--- config.mk ---
export PLATFORM = sky130hd
export DESIGN_NAME = vga_timing_gen_flat
export DESIGN_NICKNAME = d
export VERILOG_FILES = /design/src/rtl/vga_timing_gen_pkg.sv /design/src/rtl/vga_timing_gen_if.sv /design/src/rtl/vga_color_bar.sv /design/src/rtl/vga_timing_gen.sv /design/src/flat_wrapper.sv
export SDC_FILE = /design/constraint.sdc
export NUM_CORES = 1
export LEC_CHECK = 0
export CORE_UTILIZATION = 54
export CTS_CLUSTER_SIZE = 12
export DETAILED_ROUTE_END_ITERATION = 10
export PLACE_DENSITY = 0.78
export SLEW_MARGIN = 20
export SYNTH_ARGS = -nofsm -noshare
export SYNTH_HDL_FRONTEND = slang
export SYNTH_HIERARCHICAL = 1
export SYNTH_SLANG_ARGS = --single-unit
--- constraint.sdc ---
create_clock -name clk -period 7.8 [get_ports clk]
set_input_delay 1.17 -clock clk [delete_from_list [all_inputs] [get_ports clk]]
set_output_delay 1.17 -clock clk [all_outputs]
set_load 0.02 [all_outputs]
--- src/rtl/vga_timing_gen_pkg.sv ---
// Shared definitions for the VGA timing generator: field widths, defaults, FSM states,
// the shadowed timing configuration and colour-bar constants (used when VGA_SELF_TEST_EN is defined).
package vga_timing_gen_pkg;

  localparam int HS_W   = 11;
  localparam int HP_W   = 8;
  localparam int HDB_W  = 8;
  localparam int HDE_W  = 10;
  localparam int VS_W   = 9;
  localparam int VP_W   = 3;
  localparam int VDB_W  = 5;
  localparam int VDE_W  = 9;
  localparam int HCNT_W = 11;
  localparam int VCNT_W = 9;

  localparam int COLOR_WIDTH_DEF = 12;
  localparam bit SYNC_POL_DEF    = 1'b0;

  // Colour bars as {R,G,B} on/off flags, expanded to full channel width by vga_color_bar.
  localparam logic [2:0] BAR_WHITE   = 3'b111;
  localparam logic [2:0] BAR_YELLOW  = 3'b110;
  localparam logic [2:0] BAR_CYAN    = 3'b011;
  localparam logic [2:0] BAR_GREEN   = 3'b010;
  localparam logic [2:0] BAR_MAGENTA = 3'b101;
  localparam logic [2:0] BAR_RED     = 3'b100;
  localparam logic [2:0] BAR_BLUE    = 3'b001;
  localparam logic [2:0] BAR_BLACK   = 3'b000;

  typedef enum logic {
    IDLE = 1'b0,
    RUN  = 1'b1
  } state_t;

  typedef struct packed {
    logic [HS_W-1:0]  hsync_end;
    logic [HP_W-1:0]  hpulse_end;
    logic [HDB_W-1:0] hdata_begin;
    logic [HDE_W-1:0] hdata_end;
    logic [VS_W-1:0]  vsync_end;
    logic [VP_W-1:0]  vpulse_end;
    logic [VDB_W-1:0] vdata_begin;
    logic [VDE_W-1:0] vdata_end;
    logic             self_test;
  } timing_cfg_t;

  function automatic logic cfg_valid(input timing_cfg_t c);
    return (c.hsync_end != '0) && (c.vsync_end != '0) &&
           ({2'b0, c.hdata_begin} < c.hdata_end) && ({1'b0, c.hdata_end} <= c.hsync_end) &&
           ({4'b0, c.vdata_begin} < c.vdata_end) && (c.vdata_end <= c.vsync_end);
  endfunction

  function automatic logic [2:0] bar_flags(input logic [2:0] idx);
    case (idx)
      3'd0:    return BAR_WHITE;
      3'd1:    return BAR_YELLOW;
      3'd2:    return BAR_CYAN;
      3'd3:    return BAR_GREEN;
      3'd4:    return BAR_MAGENTA;
      3'd5:    return BAR_RED;
      3'd6:    return BAR_BLUE;
      default: return BAR_BLACK;
    endcase
  endfunction

endpackage

--- src/rtl/vga_timing_gen_if.sv ---
// Upstream pixel stream (ping-pong buffer / FIFO) to VGA timing generator, valid/ready handshake.
interface vga_timing_gen_if
  import vga_timing_gen_pkg::*;
#(
  parameter int COLOR_WIDTH = COLOR_WIDTH_DEF
);
  logic                   pix_valid_i;
  logic [COLOR_WIDTH-1:0] pix_data_i;
  logic                   pix_ready_o;

  modport master (output pix_valid_i, output pix_data_i, input pix_ready_o);
  modport slave  (input pix_valid_i, input pix_data_i, output pix_ready_o);
endinterface

--- src/rtl/vga_color_bar.sv ---
// Maps a column offset inside the active area to one of eight 64-pixel-wide colour bars.
module vga_color_bar
  import vga_timing_gen_pkg::*;
#(
  parameter int COLOR_WIDTH = COLOR_WIDTH_DEF
) (
  input  logic [HCNT_W-1:0]      col_ofs,
  output logic [COLOR_WIDTH-1:0] rgb
);
  localparam int CH_W = COLOR_WIDTH / 3;

  logic [2:0] flags;
  logic       unused_ofs;

  assign flags      = bar_flags(col_ofs[8:6]);
  assign rgb        = {{CH_W{flags[2]}}, {CH_W{flags[1]}}, {CH_W{flags[0]}}};
  assign unused_ofs = ^{col_ofs[HCNT_W-1:9], col_ofs[5:0]};
endmodule

--- src/rtl/vga_timing_gen.sv ---
// VGA sync / active-window generator pulling pixels over valid/ready; timing shadowed per frame.
// Optional colour-bar self test is built only when VGA_SELF_TEST_EN is defined.
module vga_timing_gen
  import vga_timing_gen_pkg::*;
#(
  parameter int COLOR_WIDTH = COLOR_WIDTH_DEF,
  parameter bit SYNC_POL    = SYNC_POL_DEF
) (
  input  logic                   clk,
  input  logic                   resetn,
  input  logic                   enable_i,
  input  logic [HS_W-1:0]        hsync_end_i,
  input  logic [HP_W-1:0]        hpulse_end_i,
  input  logic [HDB_W-1:0]       hdata_begin_i,
  input  logic [HDE_W-1:0]       hdata_end_i,
  input  logic [VS_W-1:0]        vsync_end_i,
  input  logic [VP_W-1:0]        vpulse_end_i,
  input  logic [VDB_W-1:0]       vdata_begin_i,
  input  logic [VDE_W-1:0]       vdata_end_i,
  input  logic                   self_test_i,
  vga_timing_gen_if.slave        pix,
  output logic                   hsync_o,
  output logic                   vsync_o,
  output logic                   de_o,
  output logic [COLOR_WIDTH-1:0] rgb_o,
  output logic                   frame_start_o,
  output logic                   underflow_o
);
  timing_cfg_t            cfg_in, cfg_q;
  state_t                 state_q, state_d;
  logic [HCNT_W-1:0]      hcnt_p0;
  logic [VCNT_W-1:0]      vcnt_p0;
  logic                   h_last_p0, v_last_p0, eof_p0, run_p0;
  logic                   hs_act_p0, vs_act_p0, active_p0, st_p0, take_p0;
  logic [COLOR_WIDTH-1:0] bar_rgb_p0;

  always_comb begin
    cfg_in.hsync_end   = hsync_end_i;
    cfg_in.hpulse_end  = hpulse_end_i;
    cfg_in.hdata_begin = hdata_begin_i;
    cfg_in.hdata_end   = hdata_end_i;
    cfg_in.vsync_end   = vsync_end_i;
    cfg_in.vpulse_end  = vpulse_end_i;
    cfg_in.vdata_begin = vdata_begin_i;
    cfg_in.vdata_end   = vdata_end_i;
    cfg_in.self_test   = self_test_i;
  end

  assign run_p0    = (state_q == RUN);
  assign h_last_p0 = (hcnt_p0 == cfg_q.hsync_end - 11'd1);
  assign v_last_p0 = (vcnt_p0 == cfg_q.vsync_end - 9'd1);
  assign eof_p0    = run_p0 && h_last_p0 && v_last_p0;

  // A frame only starts or continues on a config that is valid as it gets latched, so a
  // bad APB write can never drive the counters with a nonsensical period.
  always_comb begin
    state_d = state_q;
    case (state_q)
      IDLE:    if (enable_i && cfg_valid(cfg_in)) state_d = RUN;
      RUN:     if (eof_p0 && !(enable_i && cfg_valid(cfg_in))) state_d = IDLE;
      default: state_d = IDLE;
    endcase
  end

  always_ff @(posedge clk) begin
    if (!resetn) state_q <= IDLE;
    else         state_q <= state_d;
  end

  always_ff @(posedge clk) begin
    if (!run_p0 || eof_p0) cfg_q <= cfg_in;
  end

  always_ff @(posedge clk) begin
    if (!resetn || !run_p0) begin
      hcnt_p0 <= '0;
      vcnt_p0 <= '0;
    end else if (h_last_p0) begin
      hcnt_p0 <= '0;
      vcnt_p0 <= v_last_p0 ? '0 : vcnt_p0 + 9'd1;
    end else begin
      hcnt_p0 <= hcnt_p0 + 11'd1;
    end
  end

  assign hs_act_p0 = (hcnt_p0 < {3'b0, cfg_q.hpulse_end});
  assign vs_act_p0 = (vcnt_p0 < {6'b0, cfg_q.vpulse_end});
  assign active_p0 = run_p0 &&
                     (hcnt_p0 >= {3'b0, cfg_q.hdata_begin}) && (hcnt_p0 < {1'b0, cfg_q.hdata_end}) &&
                     (vcnt_p0 >= {4'b0, cfg_q.vdata_begin}) && (vcnt_p0 < cfg_q.vdata_end);

`ifdef VGA_SELF_TEST_EN
  logic [HCNT_W-1:0] col_ofs_p0;
  assign st_p0      = cfg_q.self_test;
  assign col_ofs_p0 = hcnt_p0 - {3'b0, cfg_q.hdata_begin};
  vga_color_bar #(.COLOR_WIDTH(COLOR_WIDTH)) u_color_bar (
    .col_ofs (col_ofs_p0),
    .rgb     (bar_rgb_p0)
  );
`else
  logic unused_self_test;
  assign st_p0            = 1'b0;
  assign bar_rgb_p0       = '0;
  assign unused_self_test = cfg_q.self_test;
`endif

  assign pix.pix_ready_o = active_p0 && !st_p0;
  assign take_p0         = pix.pix_ready_o && pix.pix_valid_i;

  // p0 -> output registers: everything seen at the pads is one cycle behind the counters.
  always_ff @(posedge clk) begin
    if (!resetn) begin
      hsync_o       <= ~SYNC_POL;
      vsync_o       <= ~SYNC_POL;
      de_o          <= 1'b0;
      rgb_o         <= '0;
      frame_start_o <= 1'b0;
      underflow_o   <= 1'b0;
    end else begin
      hsync_o       <= (run_p0 && hs_act_p0) ? SYNC_POL : ~SYNC_POL;
      vsync_o       <= (run_p0 && vs_act_p0) ? SYNC_POL : ~SYNC_POL;
      de_o          <= active_p0;
      rgb_o         <= (st_p0 && active_p0) ? bar_rgb_p0 : (take_p0 ? pix.pix_data_i : '0);
      frame_start_o <= run_p0 && (hcnt_p0 == '0) && (vcnt_p0 == '0);
      underflow_o   <= pix.pix_ready_o && !pix.pix_valid_i;
    end
  end

endmodule

--- src/flat_wrapper.sv ---
// flat-port wrapper written by rule: the top's interface ports become plain ports
module vga_timing_gen_flat import vga_timing_gen_pkg::*;
#(
  parameter int COLOR_WIDTH = COLOR_WIDTH_DEF,
  parameter bit SYNC_POL    = SYNC_POL_DEF
)
  (clk, resetn, enable_i, hsync_end_i, hpulse_end_i, hdata_begin_i, hdata_end_i, vsync_end_i, vpulse_end_i, vdata_begin_i, vdata_end_i, self_test_i, hsync_o, vsync_o, de_o, rgb_o, frame_start_o, underflow_o, pix_pix_valid_i, pix_pix_data_i, pix_pix_ready_o);
  vga_timing_gen_if #(.COLOR_WIDTH(COLOR_WIDTH)) pix_i ();
  input  logic clk;
  input  logic resetn;
  input  logic enable_i;
  input  logic [HS_W-1:0] hsync_end_i;
  input  logic [HP_W-1:0] hpulse_end_i;
  input  logic [HDB_W-1:0] hdata_begin_i;
  input  logic [HDE_W-1:0] hdata_end_i;
  input  logic [VS_W-1:0] vsync_end_i;
  input  logic [VP_W-1:0] vpulse_end_i;
  input  logic [VDB_W-1:0] vdata_begin_i;
  input  logic [VDE_W-1:0] vdata_end_i;
  input  logic self_test_i;
  output logic hsync_o;
  output logic vsync_o;
  output logic de_o;
  output logic [COLOR_WIDTH-1:0] rgb_o;
  output logic frame_start_o;
  output logic underflow_o;
  input wire logic [$bits(pix_i.pix_valid_i)-1:0] pix_pix_valid_i;
  input wire logic [$bits(pix_i.pix_data_i)-1:0] pix_pix_data_i;
  output wire logic [$bits(pix_i.pix_ready_o)-1:0] pix_pix_ready_o;
  assign pix_i.pix_valid_i = pix_pix_valid_i;
  assign pix_i.pix_data_i = pix_pix_data_i;
  assign pix_pix_ready_o = pix_i.pix_ready_o;
  vga_timing_gen #(.COLOR_WIDTH(COLOR_WIDTH), .SYNC_POL(SYNC_POL)) u_core (.clk(clk), .resetn(resetn), .enable_i(enable_i), .hsync_end_i(hsync_end_i), .hpulse_end_i(hpulse_end_i), .hdata_begin_i(hdata_begin_i), .hdata_end_i(hdata_end_i), .vsync_end_i(vsync_end_i), .vpulse_end_i(vpulse_end_i), .vdata_begin_i(vdata_begin_i), .vdata_end_i(vdata_end_i), .self_test_i(self_test_i), .pix(pix_i), .hsync_o(hsync_o), .vsync_o(vsync_o), .de_o(de_o), .rgb_o(rgb_o), .frame_start_o(frame_start_o), .underflow_o(underflow_o));
endmodule
==> impl_metrics.env <==
export IMPL_via_per_inst=5.487
export IMPL_nNetsFinal=809
export IMPL_ctsResizeCount=0
export IMPL_cts_max_path_buffers=2
export IMPL_clock_latency_ns=0.36
export IMPL_tightestPinTransition_ns=0.6500
export IMPL_numCtsBuffers=9
export IMPL_finalClockSkew_ns=0.01009
export IMPL_synthCells=558
export IMPL_crit_slowest_cell="clkdlybuf4s50_1"
export IMPL_firstDrtPassIters=4
export IMPL_r2r_cells=9
export IMPL_outcome="complete, no violations"
export IMPL_synth_edf_count=63
export IMPL_ctsHoldBuffers=0
export IMPL_hold_depth=1
export IMPL_hold_end="u_core/hcnt_p0[0]$_SDFF_PP0_"
export IMPL_synth_seq_area_share=0.4598
export IMPL_syn_area_per_cell_um2=10.34
export IMPL_fmax_mhz=249.1
export IMPL_die_h_um=105.4
export IMPL_fp_coreArea_um2=10320
export IMPL_ctsRootBufferMaster="clkbuf_8"
export IMPL_final_common_cell="clkdlybuf4s50_1"
export IMPL_grt_pass1_wl_um=20140
export IMPL_slew_viol_final=0
export IMPL_mappedNetlistArea_um2=5769
export IMPL_required_ns=6.63
export IMPL_path_cells="inv_1 -> ha_1 -> nand2b_1 -> a21o_1 -> a21oi_1 -> o221ai_1 -> and3_1 -> nand2_1 -> nor2_1 -> clkdlybuf4s50_1"
export IMPL_dp_hpwl_um=9353
export IMPL_relSlewSlack=0.5651
export IMPL_ff_latch_area_um2=2653
export IMPL_start_util=0.5588
export IMPL_overflow=0
export IMPL_synth_main_ff_cell="edfxtp_1"
export IMPL_syn_num_nets=713
export IMPL_track_usage=0.2290
export IMPL_drt_iter0_drc=228
export IMPL_vias=4362
export IMPL_die_area_um2=11100
export IMPL_ys_types=53
export IMPL_holdCritStartpoint="u_core/hcnt_p0[0]$_SDFF_PP0_"
export IMPL_start_kind="register"
export IMPL_wirelength_um=11910
export IMPL_multiInputGateArea_um2=2776
export IMPL_htreeDepth=3
export IMPL_ant_nets=0
export IMPL_drc=0
export IMPL_rows=37
export IMPL_worst_setup_path_end_kind="primary output"
export IMPL_layout_common_cells="clkdlybuf4s50_1 (96), inv_1 (80), ha_1 (75)"
export IMPL_clock_sinks=101
export IMPL_grt_max_degree=52
export IMPL_post_cts_buffers=0
export IMPL_critical_path_peak_fanout=7
export IMPL_min_period_ns=4.015
export IMPL_yosys_warnings=6
export IMPL_cts_tree="yes"
export IMPL_fin_ws_ns=3.785
export IMPL_io_buffers=96
export IMPL_finalHoldViolations=0
export IMPL_setup_viol=0
export IMPL_hold_class="reg -> reg"
export IMPL_gp_congestion=0.8337
export IMPL_grt_antenna_before_repair=0
export IMPL_async_flop_share=0
export IMPL_fillCellCount=822
export IMPL_r2r_end="u_core/cfg_q[13]$_DFFE_PP_"
export IMPL_ys_ff_latch=101
export IMPL_maxCapViolCount=0
export IMPL_io_pins=98
export IMPL_drive_gt1_frac=0.04552
export IMPL_slowest_delay_ns=0.56
export IMPL_power_density_nw_per_um2=160.7
export IMPL_diodes=0
export IMPL_critical_path_class="reg -> out"
export IMPL_die_width_um=105.4
export IMPL_reg2reg_from="u_core/cfg_q[53]$_DFFE_PP_"
export IMPL_grt_pass1_vias=4430
export IMPL_worst_ep_arrival_time_ns=2.84
export IMPL_dp_slack_ns=4.152
export IMPL_syn_to_final_growth_pct=22.12
export IMPL_fin_crit_sh=0.5147
export IMPL_reg2reg_slack_ns=4.18
export IMPL_ir_worst_vdd_mv=0.07095
export IMPL_routedWlPerCell_um=14.97
export IMPL_cts_clk_slew_worst_paths_ns=0.09
export IMPL_tns_ns=0
export IMPL_leakage_uw=0.003142
export IMPL_rsz0062_at_grt="false"
==> layout make-up <==
type | instances | area share
repair buffers | 98 | 0.1385
clock buffers | 9 | 0.01758
clock inverters | 7 | 0.006571
well taps | 136 | 0.02415
flip-flops and latches | 101 | 0.3765
inverters | 80 | 0.04262
multi-input cells | 364 | 0.3941
==> through the flow <==
step | hold WS [ns] | cells | instance area [µm²] | total power (µW) | util
3_3_place_gp | 0.5018 | 779 | 6875 | 837.0 | 0.6660
5_1_grt | 0.5624 | 795 | 7046 | 1193 | 0.6825
4_1_cts | 0.5317 | 795 | 7046 | 1142 | 0.6825
6_report | 0.5305 | 795 | 7046 | 1132 | 0.6825
3_5_place_dp | 0.5078 | 779 | 6875 | 847.5 | 0.6660
2_1_floorplan | 0.4646 | 558 | 5769 | 766.1 | -
==> state kept, by name (all words and copies together), names as in the netlist, 9 cells and up <==
signal          count
u_core/hcnt_p0     11
u_core/vcnt_p0      9
u_core/cfg_q       63
u_core/rgb_o       12
==> worst max-delay path by stage <==
stage                                  to  slack (ns)                         start
2_1_floorplan  u_core/cfg_q[10]$_DFFE_PP_        0.76    u_core/cfg_q[53]$_DFFE_PP_
3_3_place_gp              pix_pix_ready_o        4.23  u_core/hcnt_p0[0]$_SDFF_PP0_
3_5_place_dp   u_core/cfg_q[40]$_DFFE_PP_        4.15    u_core/cfg_q[53]$_DFFE_PP_
4_1_cts                   pix_pix_ready_o        3.80  u_core/hcnt_p0[0]$_SDFF_PP0_
5_1_grt                   pix_pix_ready_o        3.57  u_core/hcnt_p0[9]$_SDFF_PP0_
6_report                  pix_pix_ready_o        3.79  u_core/hcnt_p0[0]$_SDFF_PP0_
==> critical path: cells and delay by family (launching register included) <==
| family | cells | cell delay, ns |
|---|---|---|
| adders and majority gates | 1 | 0.28 |
| DFF | 1 | 0.46 |
| AOI/OAI and AO/OA | 3 | 0.57 |
| buffers and inverters | 2 | 0.69 |
| and+or+nand+nor | 4 | 0.48 |
==> Yosys cell counts, drive strengths merged, types with 2 or more instances <==
library cell	instances	area, µm²
o21ai	20	100.1
o2111ai	2	35.04
nor3b	5	37.54
buf	2	10.01
nor3	10	55.05
nand3b	3	22.52
nand4b	2	17.52
nand2b	8	50.05
nor4	10	83.83
clkbuf	11	41.29
inv	80	300.3
nor2	30	112.6
a21oi	31	155.2
and3	17	106.4
nand2	20	77.58
dfxtp	38	760.7
or4	7	56.30
xnor2	18	157.7
xor2	17	148.9
a31oi	3	18.77
nor2b	8	50.05
or3	5	31.28
o211ai	3	22.52
edfxtp	63	1892
nand3	19	100.1
nand4	10	62.56
o21a	3	22.52
a21o	19	142.6
a211oi	3	22.52
ha	75	938.4
==> power breakdown <==
group	total, µW	switching [µW]	internal, µW
clock	297	179	118
combinational	194	98.9	95.5
sequential	641	23.8	617
total	1130	302	831
==> cells by family after synthesis <==
kind of cell / count (synthesis) / share of synthesized area
simple gates: 159 / 0.1570
flops: 101 / 0.4598
compound gates: 93 / 0.1028
buf+inv: 93 / 0.06094
fa+ha+maj: 75 / 0.1627
xor+xnor: 35 / 0.05313
mux: 2 / 0.003687
==> layer usage <==
layer  vias up  global-route usage  wire (µm)
li1       2175                   -          -
met1      2022              0.2989       5450
met2       137              0.3792       5569
met3        28             0.03216        631
met4         0              0.1006        254
met5         -                   0          0
Power figures use the tool's default switching activity.
